`config.mk`:
```
export PLATFORM = sky130hd
export DESIGN_NAME = tag_logic_fsm
export DESIGN_NICKNAME = d
export VERILOG_FILES = /design/src/rtl/tag_logic_fsm.sv
export SDC_FILE = /design/constraint.sdc
export NUM_CORES = 1
export LEC_CHECK = 0
export ABC_AREA = 1
export CAP_MARGIN = 20
export CORE_AREA = 2 2 39 41
export CTS_CLUSTER_SIZE = 28
export DETAILED_ROUTE_END_ITERATION = 8
export DIE_AREA = 0 0 41 43
export PLACE_DENSITY_LB_ADDON = 0.15
export SYNTH_ARGS = -nofsm -noshare
export SYNTH_HDL_FRONTEND = slang
export SYNTH_SLANG_ARGS = --single-unit
```
`constraint.sdc`:
```
create_clock -name clk -period 2 [get_ports clk]
set_clock_uncertainty 0.15 [all_clocks]
set_input_delay 0.4 -clock clk [delete_from_list [all_inputs] [get_ports clk]]
set_output_delay 0.4 -clock clk [all_outputs]
set_load 0.02 [all_outputs]
```
`src/rtl/tag_logic_fsm.sv`:
```
// Per-tag buffer lifecycle controller: FREE -> LDMEM -> COMPUTE -> (STMEM) -> FREE.
// Optional compute-reuse counter enabled by defining TAG_LOGIC_REUSE_EN.
module tag_logic_fsm #(
    parameter bit STORE_ENABLED = 1'b1,
    parameter int REUSE_W       = 4
) (
    input  logic clk,
    input  logic reset,
    input  logic tag_req,
    input  logic tag_reuse,
    input  logic tag_bias_prev_sw,
    input  logic tag_ddr_pe_sw,
    input  logic tag_flush,
    input  logic tag_done,
    input  logic next_sync_compute_tag,
    input  logic ldmem_tag_done,
    input  logic compute_tag_done,
    input  logic stmem_tag_done,
    output logic tag_ready,
    output logic ldmem_tag_ready,
    output logic compute_tag_ready,
    output logic stmem_tag_ready,
    output logic next_compute_tag,
    output logic compute_bias_prev_sw,
    output logic stmem_ddr_pe_sw
);

    // state   | meaning
    // FREE    | tag idle, waiting for tag_req
    // LDMEM   | load engine filling the buffer
    // COMPUTE | compute engine passes over the buffer
    // STMEM   | store engine draining results
    typedef enum logic [1:0] {
        S_FREE    = 2'd0,
        S_LDMEM   = 2'd1,
        S_COMPUTE = 2'd2,
        S_STMEM   = 2'd3
    } state_t;

    state_t               r_state;
    state_t               w_state_nxt;
    logic                 r_flush;
    logic                 r_bias_prev_sw;
    logic                 r_ddr_pe_sw;
    logic [REUSE_W-1:0]   w_reuse_cnt;
    logic                 w_req_accept;
    logic                 w_active;
    logic                 w_exit;

    assign w_req_accept = (r_state == S_FREE) && tag_req;
    assign w_active     = (r_state == S_LDMEM) || (r_state == S_COMPUTE);
    assign w_exit       = (r_state == S_COMPUTE) && compute_tag_done
                          && (r_flush || tag_flush) && (w_reuse_cnt == '0);

`ifdef TAG_LOGIC_REUSE_EN
    logic [REUSE_W-1:0] r_reuse_cnt;
    logic               w_inc;
    logic               w_dec;

    assign w_inc = w_active && tag_reuse;
    assign w_dec = (r_state == S_COMPUTE) && compute_tag_done && (r_reuse_cnt != '0);

    always_ff @(posedge clk) begin
        if (!reset) begin
            r_reuse_cnt <= '0;
        end else if (w_req_accept) begin
            r_reuse_cnt <= '0;
        end else if (w_inc && !w_dec) begin
            if (r_reuse_cnt != {REUSE_W{1'b1}})
                r_reuse_cnt <= r_reuse_cnt + 1'b1;
        end else if (w_dec && !w_inc) begin
            r_reuse_cnt <= r_reuse_cnt - 1'b1;
        end
    end

    assign w_reuse_cnt = r_reuse_cnt;
    wire w_unused = ^{tag_done, next_sync_compute_tag};
`else
    // Without the counter every compute pass is treated as the last one.
    assign w_reuse_cnt = '0;
    wire w_unused = ^{tag_done, next_sync_compute_tag, tag_reuse};
`endif

    always_ff @(posedge clk) begin
        if (!reset) begin
            r_state        <= S_FREE;
            r_flush        <= 1'b0;
            r_bias_prev_sw <= 1'b0;
            r_ddr_pe_sw    <= 1'b0;
        end else begin
            r_state <= w_state_nxt;
            if (w_req_accept) begin
                r_flush        <= 1'b0;
                r_bias_prev_sw <= tag_bias_prev_sw;
                r_ddr_pe_sw    <= tag_ddr_pe_sw;
            end else if (w_exit) begin
                r_flush <= 1'b0;
            end else if (w_active && tag_flush) begin
                r_flush <= 1'b1;
            end
        end
    end

    always_comb begin
        w_state_nxt = r_state;
        case (r_state)
            S_FREE:    if (tag_req)        w_state_nxt = S_LDMEM;
            S_LDMEM:   if (ldmem_tag_done) w_state_nxt = S_COMPUTE;
            S_COMPUTE: if (w_exit)         w_state_nxt = STORE_ENABLED ? S_STMEM : S_FREE;
            S_STMEM:   if (stmem_tag_done) w_state_nxt = S_FREE;
            default:                       w_state_nxt = S_FREE;
        endcase
    end

    assign tag_ready            = (r_state == S_FREE);
    assign ldmem_tag_ready      = (r_state == S_LDMEM);
    assign compute_tag_ready    = (r_state == S_COMPUTE);
    assign stmem_tag_ready      = (r_state == S_STMEM);
    assign next_compute_tag     = w_exit;
    assign compute_bias_prev_sw = r_bias_prev_sw;
    assign stmem_ddr_pe_sw      = r_ddr_pe_sw;

endmodule

```
==> results.sh <==
export IMPL_gp_congestion=0.652
export IMPL_dieArea_um2=1760
export IMPL_grt_usage_pct=10.5
export IMPL_fin_cells=93
export IMPL_drive_gt1_share_pct=15.6
export IMPL_drt_initial_drc_count=0
export IMPL_rsz0062_at_grt="false"
export IMPL_regToRegSetupSlack_ns=0.53
export IMPL_cts_htree_levels=1
export IMPL_grt_pass1_wl_um=1160
export IMPL_slew_headroom_pct=85.2
export IMPL_grt_max_degree=5
export IMPL_netlist_area_um2=349
export IMPL_whs_ns=0.344
export IMPL_place_hpwl_um=573
export IMPL_dpl_cell_area_um2=557
export IMPL_ant_nets=0
export IMPL_area_delta_synth_final_pct=65.2
export IMPL_worstPathMaxFanout=3
export IMPL_insertedDiodeCount=0
export IMPL_wirelength_um=685
export IMPL_ys_seq_elements=5
export IMPL_fin_util_pct=41.7
export IMPL_die_width_um=41
export IMPL_core_um2=1380
export IMPL_worstMarginPinSlew_ns=0.222
export IMPL_synth_net_count=70
export IMPL_p_clk_share_pct=15.4
export IMPL_synth_compound_area_share_pct=5.73
export IMPL_critPathKind="reg -> out"
export IMPL_p_per_area_nw_per_um2=1300
export IMPL_seq_power_share_pct=20.7
export IMPL_post_cts_buffers=0
export IMPL_cts_buffers=3
export IMPL_vias=380
export IMPL_yosys_area_share_simple_pct=32.6
export IMPL_avgSynthCellArea_um2=6.59
export IMPL_switching_share_pct=42.9
export IMPL_final_nets=95
export IMPL_min_period_ns=1.89
export IMPL_cts_sinks=5
export IMPL_start_util_pct=25.2
export IMPL_stdcell_area_um2=577
export IMPL_cp_end_kind="output port"
export IMPL_io_pins=19
export IMPL_drcViolationCount=0
export IMPL_hold_path_class="reg -> reg"
export IMPL_synth_xor_area_share_pct=0
export IMPL_gr_total_overflow=0
export IMPL_p_int_mw=0.429
export IMPL_p_switching_mw=0.323
export IMPL_setup_viol=0
export IMPL_clkTransAtPathRegs_ns=0.04
export IMPL_synth_top_family_by_area="simple AND/OR/NAND/NOR gates"
export IMPL_period_share_pct=94.5
export IMPL_timing_setup_tns_ns=0
export IMPL_die_h_um=43
export IMPL_drv_cap=0
export IMPL_synthCells=53
export IMPL_viasPerCell=4.09
export IMPL_muxShareOfSynthArea_pct=0
export IMPL_synthAdderAreaFrac_pct=17.9
export IMPL_finalMaxSlewViolations=0
export IMPL_antenna_found_initial=0
export IMPL_dp_cells=89
export IMPL_outcome="completed"
export IMPL_insertion_delay_ns=0.24
export IMPL_clockRootBuffer="clkbuf_4"
export IMPL_cts_tree="yes"
export IMPL_synth_seq_area_share_pct=28.7
export IMPL_required_ns=1.45
export IMPL_yosys_warnings=0
export IMPL_cp_start_kind="register"
export IMPL_firstDrtPassIters=1
export IMPL_timing_fmax_mhz=529
export IMPL_drt_wirelength_per_cell_um=7.37
export IMPL_p_leak_nw=0.345
export IMPL_port_buffers=15
export IMPL_ir_drop_v=0.000538
export IMPL_num_rows=14
export IMPL_p_comb_share_pct=63.9
export IMPL_clockBufferDepth=2
export IMPL_grt_pass1_vias=326
export IMPL_synth_cell_types=12
export IMPL_finalHoldViolations=0
export IMPL_worstPathArrival_ns=1.34
==> flip-flops by register name (all words and copies together), names as in the netlist <==
signal	cells
r_state	2
compute_bias_prev_sw	1
r_flush	1
stmem_ddr_pe_sw	1
==> worst paths after layout <==
path	end	cells past startpoint	startpoint
setup reg to reg	r_state[0]	8	r_state[0]
setup / recovery	tag_ready	4	r_state[0]
hold / removal	compute_bias_prev_sw	2	compute_bias_prev_sw
hold reg to reg	compute_bias_prev_sw	2	compute_bias_prev_sw
==> critical path, stage by stage, from the launching register on <==
cell           delay [ns]
dfxtp_1              0.35
inv_1                0.07
buf_4                0.14
ha_1                 0.22
dlygate4sd2_1        0.33
==> cell usage in the layout (no fill, tap or decap), drive strengths merged <==
master         instances
nor4                   1
dlymetal6s2s           1
clkdlybuf4s50         10
dlygate4sd2            3
a21oi                  2
nand3                  2
dfxtp                  5
o21ai                  2
nand2                 13
ha                     5
or2                    1
clkbuf                 5
inv                   14
buf                    5
nor2                   8
==> layer usage <==
metal	vias to the layer above	global-route usage (%)	wire, µm	share of wire, %
met5	-	0	0	0
met4	0	12.0	8	1.2
met3	2	3.14	53	7.7
met2	11	15.3	328	48
met1	163	10.3	295	43
li1	204	-	-	-
==> power by group through the flow <==
stage	Clock [mW]	Sequential, mW	Combinational [mW]
after floorplan	0	0.172	0.306
after global placement	0	0.157	0.518
after detailed placement	0	0.158	0.520
after CTS	0.122	0.156	0.496
after global routing	0.132	0.161	0.555
final	0.116	0.156	0.481
==> final cells by class <==
type,instances,area [µm²]
Timing Repair Buffer,20,181
Sequential cell,5,100
Inverter,14,52.6
Multi-Input combinational cell,34,196
Fill cell,168,807
Clock buffer,4,26.3
Tap cell,16,20.0
==> cells by family (layout without fill, tap and decap cells) <==
| family | after synthesis | in the layout |
|---|---|---|
| flops | 5 | 5 |
| fa+ha+maj | 5 | 5 |
| simple gates | 25 | 25 |
| compound gates | 4 | 4 |
| buf+inv | 14 | 38 |
==> stage by stage <==
stage	setup slack, ns	power (mW)
after floorplan	0.394	0.478
after global placement	-0.244	0.675
after detailed placement	-0.253	0.678
after CTS	0.00783	0.775
after global routing	0.0349	0.847
final	0.109	0.753
==> synthesized netlist by cell type <==
cell type	count	share of area, %
inv_1	14	15
nand2_1	11	12
nor2_1	7	7.5
dfxtp_1	5	29
ha_1	5	18
a21oi_1	2	2.9
nand2_2	2	3.6
nand3_1	2	2.9
o21ai_0	2	2.9
nor2_4	1	3.2
nor4_1	1	1.8
or2_0	1	1.8
==> what timing repair did <==
action                                  CTS  global route
pin swaps                                 0             0
endpoints found under the setup margin    4             2
cloned                                    0             0
hold buffers                              0             0
gates resized for setup                   4             3
No activity file was read; power rests on OpenSTA's default activity.
==> patch: new RTL, config.mk and constraints unchanged <==
The option `TAG_LOGIC_REUSE_EN` is turned on by a define.
--- a/src/rtl/tag_logic_fsm.sv
+++ b/src/rtl/tag_logic_fsm.sv
@@ -2,2 +2,4 @@
 // Optional compute-reuse counter enabled by defining TAG_LOGIC_REUSE_EN.
+`define TAG_LOGIC_REUSE_EN
+
 module tag_logic_fsm #(
Formal check against the unedited RTL: not equivalent (Yosys sat finds a counterexample within 4 cycles, from zero or initial values and one cycle with reset low).
==> patch against the unedited design <==
Synthesized area grew 80%; power grew 96%; setup slack lost 0.050 ns; sequential cell count grew 4; sequential share of layout area is essentially flat; cell count grew 53%; routed wire length grew 110%; non-clock buffer count grew 14; critical path depth grew 10; design area grew 82%; critical path type is now reg2reg; critical endpoint is now r_reuse_cnt[3]; highest routed layer unchanged.
==> patch: results (changes against the unedited design) <==
| Metric | Value |
|---|---|
| Worst rel slew slack | 84.76% (was 85.17%) |
| Port buffer count | 16 (was 15) |
| Vias in the first global route | 606 (was 326) |
| Slew Limit Fails | 0 (unchanged) |
| Crit path max-delay family | simple AND/OR/NAND/NOR gates (was buffers and inverters) |
| Capture point of the worst reg-to-reg path | r_reuse_cnt[3] (was r_state[0]) |
| Largest cells by area after synthesis | dfxtp_1, ha_1, nand2_1 (was dfxtp_1, ha_1, inv_1) |
| Initial antenna violation count | 0 (unchanged) |
| Clock power frac | 9.8% (was 15.4%) |
| Clk_lat worst skew | 0.27 ns (was 0.24 ns) |
| DRT iter0 DRCs | 16 (was 0) |
| Worst R2R Setup Slack | 0.06 ns (was 0.53 ns) |
| DR vias/cell | 4.775 (was 4.086) |
| Layout Cells excl Fill | 142 (was 93) |
| Hold path startpoint | stmem_ddr_pe_sw (was compute_bias_prev_sw) |
| Sw frac | 44.50% (was 42.93%) |
| Min-Delay Endpoint | stmem_ddr_pe_sw (was compute_bias_prev_sw) |
| Dpl hpwl | 1.184 mm (was 573.3 um) |
| Hold Path Stages | 2 (unchanged) |
| Root buf cell | clkbuf_4 (unchanged) |
| DRT Wirelength | 1.451 mm (was 685 um) |
| Run status | completed (unchanged) |
| Share of cells above drive strength 1 | 38.10% (was 15.58%) |
| WP data arrival | 1.96 ns (was 1.34 ns) |
| Final net count | 147 (was 95) |
| Synth top cells by count | nand2_1, inv_1, nor2_1 (was inv_1, nand2_1, nor2_1) |
| Htree depth | 1 (unchanged) |
| Sequential share of the synthesized area | 28.63% (was 28.67%) |
| Biggest regs | r_reuse_cnt x4, r_state x2 |
| DP Worst Slack | -0.2994 ns (was -0.2528 ns) |
| Post-synth net total | 108 (was 70) |
| Placement Cell Area | 969.7 um2 (was 556.8 um2) |
| Peak supply drop | 0.0009241 V (was 0.0005376 V) |
| Crit-path slowest cell | dfxtp_2 (was dfxtp_1) |
| Largest net degree at the start of global routing | 7 (was 5) |
| Overall routing resource usage | 19.09% (was 10.54%) |
| Final critical-path required period | 1.941 ns (was 1.891 ns) |
| Antenna diodes | 0 (unchanged) |
| Pre-Repair DR Iteration Count | 4 (was 1) |
| HP Class | reg2reg (unchanged) |
| CTS clk-pin slew, worst paths | 0.07 ns (was 0.04 ns) |
| Leak | 0.5346 nW (was 0.3451 nW) |
| Syn Area/Cell | 7.152 um2 (was 6.587 um2) |
| Logic pwr share | 71.2% (was 63.9%) |
| Min Hold Slack | 0.3378 ns (was 0.3436 ns) |
| Yosys cell types | 20 (was 12) |
| Clock group | 0.145 mW (was 0.116 mW) |
| Max incr delay on CP | 0.35 ns (about the same) |
| First-pass GRT wire length | 2.304 mm (was 1.159 mm) |
| GP Congestion | 0.7586 (was 0.6517) |
| R2R Path Start | r_state[0] (unchanged) |
| Worst R2R Path Depth | 14 (was 8) |
| Synth async-reset ratio | 0% (unchanged) |
-- patch: cell count changes after synthesis, moves of 2 or more --
cell / unedited run / this run
dfxtp_1: 5 / 9
a21oi_1: 2 / 6
nand3_1: 2 / 6
nor2_1: 7 / 12
inv_1: 14 / 12
nand2_4: 0 / 2
ha_1: 5 / 7
nand4_1: 0 / 2
nand2_1: 11 / 14
nor2_2: 0 / 3
o21ai_0: 2 / 4
-- patch: repair_timing --
| item | CTS | global route |
|---|---|---|
| endpoints found under the hold margin | 0 | 0 |
| resized for setup | 10 | 10 |
| buffers inserted | 0 | 2 |
| endpoints found under the setup margin | 7 | 3 |
| pin swaps | 2 | 15 |
| cloned | 0 | 0 |
-- patch: worst max-delay path by stage --
stage,startpoint,to,depth (start not counted)
after floorplan,r_state[1],r_reuse_cnt[3],14
after global placement,tag_flush,next_compute_tag,6
after detailed placement,tag_flush,next_compute_tag,6
after CTS,r_state[1],r_reuse_cnt[3],15
after global routing,r_state[1],r_reuse_cnt[3],15
final,r_state[0],r_reuse_cnt[3],14
-- patch: cell type report --
class	instances	area (um2)
multi-input combinational	65	471.7
fill	106	334.1
timing repair buffer	34	287.8
sequential	9	182.7
inverter	14	60.06
clock buffer	3	22.52
tap	16	20.02
clock inverter	1	5.005
-- patch: cell families after synthesis --
logic type	after synthesis	share of synthesized area, %
adder cells (fa/ha/maj)	8	17.10
AO/OA/AOI/OAI	11	8.947
XOR/XNOR	1	1.392
buffers and inverters	14	8.747
flip-flops	9	28.63
AND/OR/NAND/NOR	45	35.19
-- patch: routing by layer --
layer,part of all wire [%],vias up,track usage (%)
li1,-,360,-
met1,47,301,25.25
met2,47,12,30.00
met3,3.2,5,3.665
met4,2.0,0,6.000
met5,0,-,0
